## src/rtl/pipeline_hazard_ctrl_if.sv

```systemverilog
// Pipeline-side control bundle for the hazard/redirect controller.
// The pipeline uses the master view and the controller uses the slave view.
interface pipeline_hazard_ctrl_if #(
    parameter int REG_ADDR_W = 5
);
    logic                  imem_valid;
    logic [REG_ADDR_W-1:0] IFID_rs1;
    logic [REG_ADDR_W-1:0] IFID_rs2;
    logic                  IFID_uses_rs2;
    logic                  IDEX_MemRead;
    logic [REG_ADDR_W-1:0] IDEX_rd;
    logic                  EXMEM_branch_taken;
    logic                  PC_write;
    logic                  PC_sel;
    logic                  IFID_write;
    logic                  IFID_flush;
    logic                  IDEX_bubble;
    logic                  EXMEM_flush;
    logic                  drain;

    modport master (
        output imem_valid, IFID_rs1, IFID_rs2, IFID_uses_rs2,
               IDEX_MemRead, IDEX_rd, EXMEM_branch_taken,
        input  PC_write, PC_sel, IFID_write, IFID_flush,
               IDEX_bubble, EXMEM_flush, drain
    );

    modport slave (
        input  imem_valid, IFID_rs1, IFID_rs2, IFID_uses_rs2,
               IDEX_MemRead, IDEX_rd, EXMEM_branch_taken,
        output PC_write, PC_sel, IFID_write, IFID_flush,
               IDEX_bubble, EXMEM_flush, drain
    );
endinterface

```

## src/rtl/pipeline_hazard_ctrl.sv

```systemverilog
// Front-end hazard and redirect controller: load-use stalls, taken-branch
// redirects, fetch stalls, stale-fetch discard after redirect, and saturating statistics.
module pipeline_hazard_ctrl #(
    parameter int REG_ADDR_W = 5,
    parameter int CNT_W      = 32
) (
    input  logic                 clk,
    input  logic                 reset,
    pipeline_hazard_ctrl_if.slave bus,
    output logic [CNT_W-1:0]     stall_cycles,
    output logic [CNT_W-1:0]     flush_events
);

    typedef enum logic [0:0] {
        RUN   = 1'b0,
        DRAIN = 1'b1
    } state_t;

    localparam logic [REG_ADDR_W-1:0] ZERO_REG = '0;

    state_t            state_r;
    state_t            state_next_s;
    logic              load_use_s;
    logic              pc_write_s;
    logic              pc_sel_s;
    logic              ifid_write_s;
    logic              ifid_flush_s;
    logic              idex_bubble_s;
    logic              exmem_flush_s;
    logic              drain_s;
    logic [CNT_W-1:0]  stall_cycles_r;
    logic [CNT_W-1:0]  flush_events_r;

    function automatic logic [CNT_W-1:0] sat_inc(input logic [CNT_W-1:0] v);
        if (&v) begin
            sat_inc = v;
        end else begin
            sat_inc = v + {{(CNT_W-1){1'b0}}, 1'b1};
        end
    endfunction

    assign load_use_s = bus.IDEX_MemRead && (bus.IDEX_rd != ZERO_REG) &&
                        ((bus.IDEX_rd == bus.IFID_rs1) ||
                         (bus.IFID_uses_rs2 && (bus.IDEX_rd == bus.IFID_rs2)));

    // Prioritised control decode and next-state selection
    always_comb begin
        state_next_s  = state_r;
        pc_write_s    = 1'b0;
        pc_sel_s      = 1'b0;
        ifid_write_s  = 1'b0;
        ifid_flush_s  = 1'b0;
        idex_bubble_s = 1'b0;
        exmem_flush_s = 1'b0;
        drain_s       = (state_r == DRAIN);
        if (reset) begin
            state_next_s  = RUN;
            ifid_flush_s  = 1'b1;
            idex_bubble_s = 1'b1;
            exmem_flush_s = 1'b1;
            drain_s       = 1'b0;
        end else if (bus.EXMEM_branch_taken) begin
            pc_write_s    = 1'b1;
            pc_sel_s      = 1'b1;
            ifid_flush_s  = 1'b1;
            idex_bubble_s = 1'b1;
            exmem_flush_s = 1'b1;
            // A redirect during DRAIN still has the old fetch in flight.
            if (state_r == DRAIN) begin
                state_next_s = DRAIN;
            end else if (bus.imem_valid) begin
                state_next_s = RUN;
            end else begin
                state_next_s = DRAIN;
            end
        end else if (state_r == DRAIN) begin
            ifid_flush_s = 1'b1;
            if (bus.imem_valid) begin
                state_next_s = RUN;
            end else begin
                state_next_s = DRAIN;
            end
        end else if (load_use_s) begin
            idex_bubble_s = 1'b1;
        end else if (!bus.imem_valid) begin
            ifid_write_s = 1'b1;
            ifid_flush_s = 1'b1;
        end else begin
            pc_write_s   = 1'b1;
            ifid_write_s = 1'b1;
        end
    end

    // FSM state register
    always_ff @(posedge clk) begin
        if (reset) begin
            state_r <= RUN;
        end else begin
            state_r <= state_next_s;
        end
    end

    // Saturating stall and flush statistics
    always_ff @(posedge clk) begin
        if (reset) begin
            stall_cycles_r <= '0;
            flush_events_r <= '0;
        end else begin
            if (!pc_write_s) begin
                stall_cycles_r <= sat_inc(stall_cycles_r);
            end else begin
                stall_cycles_r <= stall_cycles_r;
            end
            if (bus.EXMEM_branch_taken) begin
                flush_events_r <= sat_inc(flush_events_r);
            end else begin
                flush_events_r <= flush_events_r;
            end
        end
    end

    assign bus.PC_write    = pc_write_s;
    assign bus.PC_sel      = pc_sel_s;
    assign bus.IFID_write  = ifid_write_s;
    assign bus.IFID_flush  = ifid_flush_s;
    assign bus.IDEX_bubble = idex_bubble_s;
    assign bus.EXMEM_flush = exmem_flush_s;
    assign bus.drain       = drain_s;
    assign stall_cycles    = stall_cycles_r;
    assign flush_events    = flush_events_r;

endmodule

```

## src/flat_wrapper.sv

```systemverilog
// flat-port wrapper written by rule: the top's interface ports become plain ports
module pipeline_hazard_ctrl_flat 
#(
    parameter int REG_ADDR_W = 5,
    parameter int CNT_W      = 32
)
  (clk, reset, stall_cycles, flush_events, bus_imem_valid, bus_IFID_rs1, bus_IFID_rs2, bus_IFID_uses_rs2, bus_IDEX_MemRead, bus_IDEX_rd, bus_EXMEM_branch_taken, bus_PC_write, bus_PC_sel, bus_IFID_write, bus_IFID_flush, bus_IDEX_bubble, bus_EXMEM_flush, bus_drain);
  pipeline_hazard_ctrl_if #(.REG_ADDR_W(REG_ADDR_W)) bus_i ();
  input  logic clk;
  input  logic reset;
  output logic [CNT_W-1:0] stall_cycles;
  output logic [CNT_W-1:0] flush_events;
  input wire logic [$bits(bus_i.imem_valid)-1:0] bus_imem_valid;
  input wire logic [$bits(bus_i.IFID_rs1)-1:0] bus_IFID_rs1;
  input wire logic [$bits(bus_i.IFID_rs2)-1:0] bus_IFID_rs2;
  input wire logic [$bits(bus_i.IFID_uses_rs2)-1:0] bus_IFID_uses_rs2;
  input wire logic [$bits(bus_i.IDEX_MemRead)-1:0] bus_IDEX_MemRead;
  input wire logic [$bits(bus_i.IDEX_rd)-1:0] bus_IDEX_rd;
  input wire logic [$bits(bus_i.EXMEM_branch_taken)-1:0] bus_EXMEM_branch_taken;
  output wire logic [$bits(bus_i.PC_write)-1:0] bus_PC_write;
  output wire logic [$bits(bus_i.PC_sel)-1:0] bus_PC_sel;
  output wire logic [$bits(bus_i.IFID_write)-1:0] bus_IFID_write;
  output wire logic [$bits(bus_i.IFID_flush)-1:0] bus_IFID_flush;
  output wire logic [$bits(bus_i.IDEX_bubble)-1:0] bus_IDEX_bubble;
  output wire logic [$bits(bus_i.EXMEM_flush)-1:0] bus_EXMEM_flush;
  output wire logic [$bits(bus_i.drain)-1:0] bus_drain;
  assign bus_i.imem_valid = bus_imem_valid;
  assign bus_i.IFID_rs1 = bus_IFID_rs1;
  assign bus_i.IFID_rs2 = bus_IFID_rs2;
  assign bus_i.IFID_uses_rs2 = bus_IFID_uses_rs2;
  assign bus_i.IDEX_MemRead = bus_IDEX_MemRead;
  assign bus_i.IDEX_rd = bus_IDEX_rd;
  assign bus_i.EXMEM_branch_taken = bus_EXMEM_branch_taken;
  assign bus_PC_write = bus_i.PC_write;
  assign bus_PC_sel = bus_i.PC_sel;
  assign bus_IFID_write = bus_i.IFID_write;
  assign bus_IFID_flush = bus_i.IFID_flush;
  assign bus_IDEX_bubble = bus_i.IDEX_bubble;
  assign bus_EXMEM_flush = bus_i.EXMEM_flush;
  assign bus_drain = bus_i.drain;
  pipeline_hazard_ctrl #(.REG_ADDR_W(REG_ADDR_W), .CNT_W(CNT_W)) u_core (.clk(clk), .reset(reset), .bus(bus_i), .stall_cycles(stall_cycles), .flush_events(flush_events));
endmodule
```

## config.mk

```make
export PLATFORM = sky130hd
export DESIGN_NAME = pipeline_hazard_ctrl_flat
export DESIGN_NICKNAME = d
export VERILOG_FILES = /design/src/rtl/pipeline_hazard_ctrl_if.sv /design/src/rtl/pipeline_hazard_ctrl.sv /design/src/flat_wrapper.sv
export SDC_FILE = /design/constraint.sdc
export NUM_CORES = 1
export LEC_CHECK = 0
export ABC_AREA = 0
export BUFFER_PORTS_ARGS = -buffer_cell sky130_fd_sc_hd__buf_2
export CAP_MARGIN = 10
export CORE_MARGIN = 3
export CORE_UTILIZATION = 51
export CTS_BUF_LIST = sky130_fd_sc_hd__clkbuf_2
export DETAILED_ROUTE_END_ITERATION = 7
export HOLD_SLACK_MARGIN = 0.02
export PLACE_DENSITY_LB_ADDON = 0.25
export SYNTH_ARGS = -nofsm -noshare
export SYNTH_HDL_FRONTEND = slang
export SYNTH_SLANG_ARGS = --single-unit
```

## constraint.sdc

```tcl
create_clock -name clk -period 2.99 [get_ports clk]
set_clock_uncertainty 0.1 [all_clocks]
set_input_delay 0.1495 -clock clk [delete_from_list [all_inputs] [get_ports clk]]
set_output_delay 0.1495 -clock clk [all_outputs]
set_load 0.01 [all_outputs]
```

# Word-level counts from Yosys, hierarchy flattened
# Cells that the tools add are included.
[totals] ramBits=0 latchBits=0 n_memories=0 regBits=65 wordCells=44 out_inout_bits=71 romBits=0
[classes] n_addsub=2 n_div=0 n_bitwise=3 mul=0 eq_ne=2 order_cmp=0 n_reduce_logical=9 n_mux=25 shift=0
[op_table] operator="32-bit by 1-bit adder with 32-bit output, second input constant" n=2
[op_table] operator="32-bit AND reduction" n=2
[op_table] operator="1-bit two-way mux" n=25
[op_table] operator="5-bit == test" n=2
[op_table] operator="5-bit nonzero test" n=1
[op_table] operator="2-bit AND reduction" n=2
[op_table] operator="1-bit logical AND" n=3
[op_table] operator="1-bit inverter" n=3
[op_table] operator="1-bit logical OR" n=1

# Depth between registers and ports, before layout
[logic_depth] word_depth=10 mapped_depth=9 depth_no_buf=8

# Worst setup path before layout
# Ideal clock, no wire load.
[synth_path] path_kind="flip-flop to flip-flop" from="register u_core.stall_cycles_r[0], in the netlist u_core.stall_cycles[0]" to="register u_core.stall_cycles_r[20], in the netlist u_core.stall_cycles[20]" path_stages_with_launch=9 required_time_ps=2769 path_slack_ps=861 t_arrival_ps=1907 setup_ps=121 n_path_buf=0 cell_sequence="dfxtp_1 ha_1 nand2_1 or3_4 nor3_4 a21oi_4 nand2_4 nor4_2 mux2_4"
[synth_via] elab_chain_cells=3 elab_cells_between_ends=4 classes_between="add/sub: 1; bitwise: 1; reduce/logical: 2"
[synth_rtl] element="from (decl)" line="pipeline_hazard_ctrl.sv:31" text="logic [CNT_W-1:0] stall_cycles_r;"
[synth_rtl] element="from (signal assigned)" line="pipeline_hazard_ctrl.sv:110" text="stall_cycles_r <= sat_inc(stall_cycles_r);"
[synth_rtl] element="from (signal assigned)" line="pipeline_hazard_ctrl.sv:112" text="stall_cycles_r <= stall_cycles_r;"
[synth_rtl] element="parallel branches: the longest is 3 deep, another holds 32-bit by 1-bit adder with 32-bit output"
# Parallel ways; which one is timed is not known.
# A chain may end at the register's enable or synchronous reset.

# Worst setup path in the final report
# Ends and elaborated chain as after synthesis.

==> impl_metrics.py <==
metrics = {
    "final_layout": {
        "seq_area_mm2": 0.00130,
        "final_util": 0.631,
        "syn2layout_area_growth_pct": 18.0,
        "drive_gt1_frac": 0.291,
        "fillerInstances": 580,
        "multi_input_area_mm2": 0.00205,
        "instances_no_fill": 576,
        "diodes": 0,
        "fin_nets": 518,
        "final_area_mm2": 0.00405,
    },
    "clock_network": {
        "cts_hold_buf": 2,
        "clk_pin_slew_ns": 0.17,
        "cts_tree": "done",
        "cts_made_buffers": 9,
        "clk_latency_ns": 0.48,
        "cts_buffer_depth": 2,
        "clkSinkCount": 65,
        "cts-root-buf": "clkbuf_2",
        "cts_setup_buffers": 0,
        "cts_resized": 0,
        "htreeDepth": 3,
    },
    "route": {
        "dr.pass1.iters": 4,
        "viasPerCell": 5.32,
        "ant_nets": 0,
        "vias": 3064,
        "drc": 0,
        "wl_um": 7570,
        "routedWlPerCell_um": 13.1,
        "drt-initial-drc-count": 76,
    },
    "floorplanning": {
        "die_area_mm2": 0.00776,
        "core_mm2": 0.00642,
        "io_pins": 92,
        "start_util": 0.535,
        "row_count": 29,
        "die_w_um": 88.1,
        "die_h_um": 88.1,
    },
    "global_routing": {
        "grt_pass1_wl_um": 12600,
        "grt_max_degree": 70,
        "grt_pass1_vias": 2914,
        "grt-ovfl-total": 0,
        "grtUsageTotal": 0.203,
        "antenna_found_initial": 0,
    },
    "sta": {
        "slew_headroom": 0.542,
        "period_share": 0.772,
        "maxSlewViolCount": 0,
        "max_freq_ghz": 0.433,
        "setup_viol": 0,
        "tns_ns": 0,
        "period_minus_slack_ns": 2.31,
        "tightest_slew_ns": 0.688,
        "hold_viol_final": 0,
        "rsz0062_at_grt": "false",
    },
    "logic_synthesis": {
        "syn_area_mm2": 0.00344,
        "netlist_instances": 399,
        "synth_warnings": 0,
        "syn_area_per_cell_um2": 8.61,
        "yosysSeqAreaShare": 0.379,
        "syn-num-nets": 422,
        "yosysUniqueCellTypes": 49,
        "ys_ff_latch": 65,
    },
    "pwr": {
        "power.density_mw_per_mm2": 348,
        "worst_ir_drop_vdd_mv": 0.255,
        "total_power_uw": 1410,
        "leakage_uw": 0.00171,
    },
    "hold_path": {
        "min_path_cells": 3,
        "holdCritPathClass": "input port to flop",
        "worstHoldStart": "reset",
    },
    "worst_setup_path": {
        "reg2reg_from": "u_core.stall_cycles[0]$_SDFFE_PP0P_",
        "max_stage_delay_ns": 0.49,
        "slowest_stage": "a21oi_4",
        "cp_cell_sequence": "ha_1 -> nand2_1 -> or3_4 -> nor3_4 -> a21oi_4 -> nand2_4 -> nor4_2 -> mux2_4",
        "endpoint_kind": "flop",
        "worstSetupEndpoint": "u_core.stall_cycles[20]$_SDFFE_PP0P_",
        "startpoint": "u_core.stall_cycles[0]$_SDFFE_PP0P_",
        "regToRegSetupSlack_ns": 0.68,
        "cp_max_fo": 18,
        "required_ns": 3.27,
        "reg2reg_depth": 8,
        "r2r_end": "u_core.stall_cycles[20]$_SDFFE_PP0P_",
        "startpoint_type": "flop",
        "worstPathArrival_ns": 2.59,
        "setup.worst_path.class": "flop to flop",
    },
    "placed_design": {
        "gp_congestion": 0.858,
        "io_buffer_count": 91,
        "dp_hpwl_um": 5470,
        "place_area_mm2": 0.00396,
        "dp_cells": 559,
    },
    "status": {
        "outcome": "complete, no violations",
    },
    "flow_run": {
        "max_cap_viol_count": 0,
    },
}
-- cell usage in the layout, fill, tap and decap left out, types with 3 or more instances in the layout --
cell type | Yosys | final
nand4_1 | 21 | 21
buf_4 | 1 | 5
and3_1 | 10 | 10
xor2_1 | 39 | 39
nand2_1 | 32 | 32
clkinv_2 | 0 | 4
or3_1 | 7 | 7
o21ai_0 | 8 | 8
nor3_1 | 6 | 6
inv_1 | 6 | 6
nor2b_1 | 6 | 6
nand3_1 | 24 | 24
nand3_2 | 7 | 7
and4_1 | 4 | 4
buf_2 | 4 | 91
o21ai_2 | 3 | 3
and2_1 | 4 | 4
clkbuf_2 | 0 | 10
dfxtp_1 | 65 | 65
xnor2_1 | 24 | 24
nor2_1 | 76 | 76
nor4b_2 | 4 | 4
a21oi_1 | 9 | 9
-- registers in the layout, indices dropped and copies added, names as in the netlist --
name and count:
u_core.stall_cycles 32, u_core.flush_events 32, u_core.state_r 1
-- cell families (layout without fill, tap and decap cells) --
kind of cell               count (synthesis)  after routing  share of synthesized area
DFF                                       65             65                      0.379
buffers and inverters                     19            119                     0.0255
muxes                                      3              3                     0.0106
AOI/OAI and AO/OA                         25             25                     0.0473
xor gates and xnor gates                  63             63                      0.161
and+or+nand+nor                          222            222                      0.370
adders and majority gates                  2              2                    0.00728
-- power breakdown --
group / internal [uW] / switching [uW] / total (uW)
sequential: 875 / 9.14 / 884
clock: 100 / 300 / 400
combinational: 52.8 / 75.6 / 128
-- area by class of cell --
cell class,instances,area share
Sequential cell,65,0.321
Timing Repair Buffer,98,0.127
Tap cell,77,0.0238
Clock buffer,10,0.0123
Clock inverter,5,0.00586
Inverter,6,0.00556
Multi-Input combinational cell,315,0.505
-- critical path, delay by kind of cell (launching register included) --
kind	cells	cell delay, ns
AOI/OAI and AO/OA	1	0.49
and+or+nand+nor	5	0.69
muxes	1	0.32
DFF	1	0.37
adders and majority gates	1	0.24
-- worst min path at each step --
stage,endpoint
floorplan,u_core.state_r$_SDFF_PP0_
global placement,u_core.state_r$_SDFF_PP0_
detailed placement,u_core.state_r$_SDFF_PP0_
CTS,u_core.flush_events[9]$_SDFFE_PP0P_
global route,u_core.flush_events[13]$_SDFFE_PP0P_
finish,u_core.flush_events[19]$_SDFFE_PP0P_
-- cells in the mapped netlist (all sizes together) --
master / instances / share of area
nand2: 33 / 0.038
inv: 6 / 0.0066
and4: 5 / 0.013
nor4bb: 1 / 0.0047
and3: 12 / 0.023
nand2b: 1 / 0.0018
nor2b: 6 / 0.011
nor3: 9 / 0.021
o22ai: 1 / 0.0018
o22a: 1 / 0.0025
nand3: 31 / 0.055
or2: 1 / 0.0018
and2: 4 / 0.0073
a21oi: 10 / 0.018
nand4: 24 / 0.052
or4: 1 / 0.0022
dfxtp: 65 / 0.38
xnor2: 24 / 0.061
nor4b: 4 / 0.017
mux2i: 1 / 0.0029
nor2: 76 / 0.083
clkbuf: 7 / 0.0076
mux2: 2 / 0.0076
ha: 2 / 0.0073
nand3b: 1 / 0.0033
nor3b: 2 / 0.0073
buf: 6 / 0.011
a31oi: 1 / 0.0036
o21ai: 11 / 0.019
or3: 8 / 0.016
o31ai: 1 / 0.0022
xor2: 39 / 0.099
nor4: 3 / 0.012
-- metal layers --
metal | GRT usage | wire [um] | up-vias
met3 | 0.0602 | 415 | 18
met5 | 0 | 0 | -
met4 | 0.0893 | 151 | 0
met1 | 0.231 | 3270 | 1415
met2 | 0.351 | 3730 | 70
li1 | - | - | 1561
-- stage by stage --
stage	hold WS, ns	setup WS [ns]
floorplan	0.189	0.861
global placement	0.371	0.767
detailed placement	0.378	0.699
CTS	0.163	0.685
global route	0.198	0.478
finish	0.209	0.682
No activity file was read; power rests on OpenSTA's default activity.
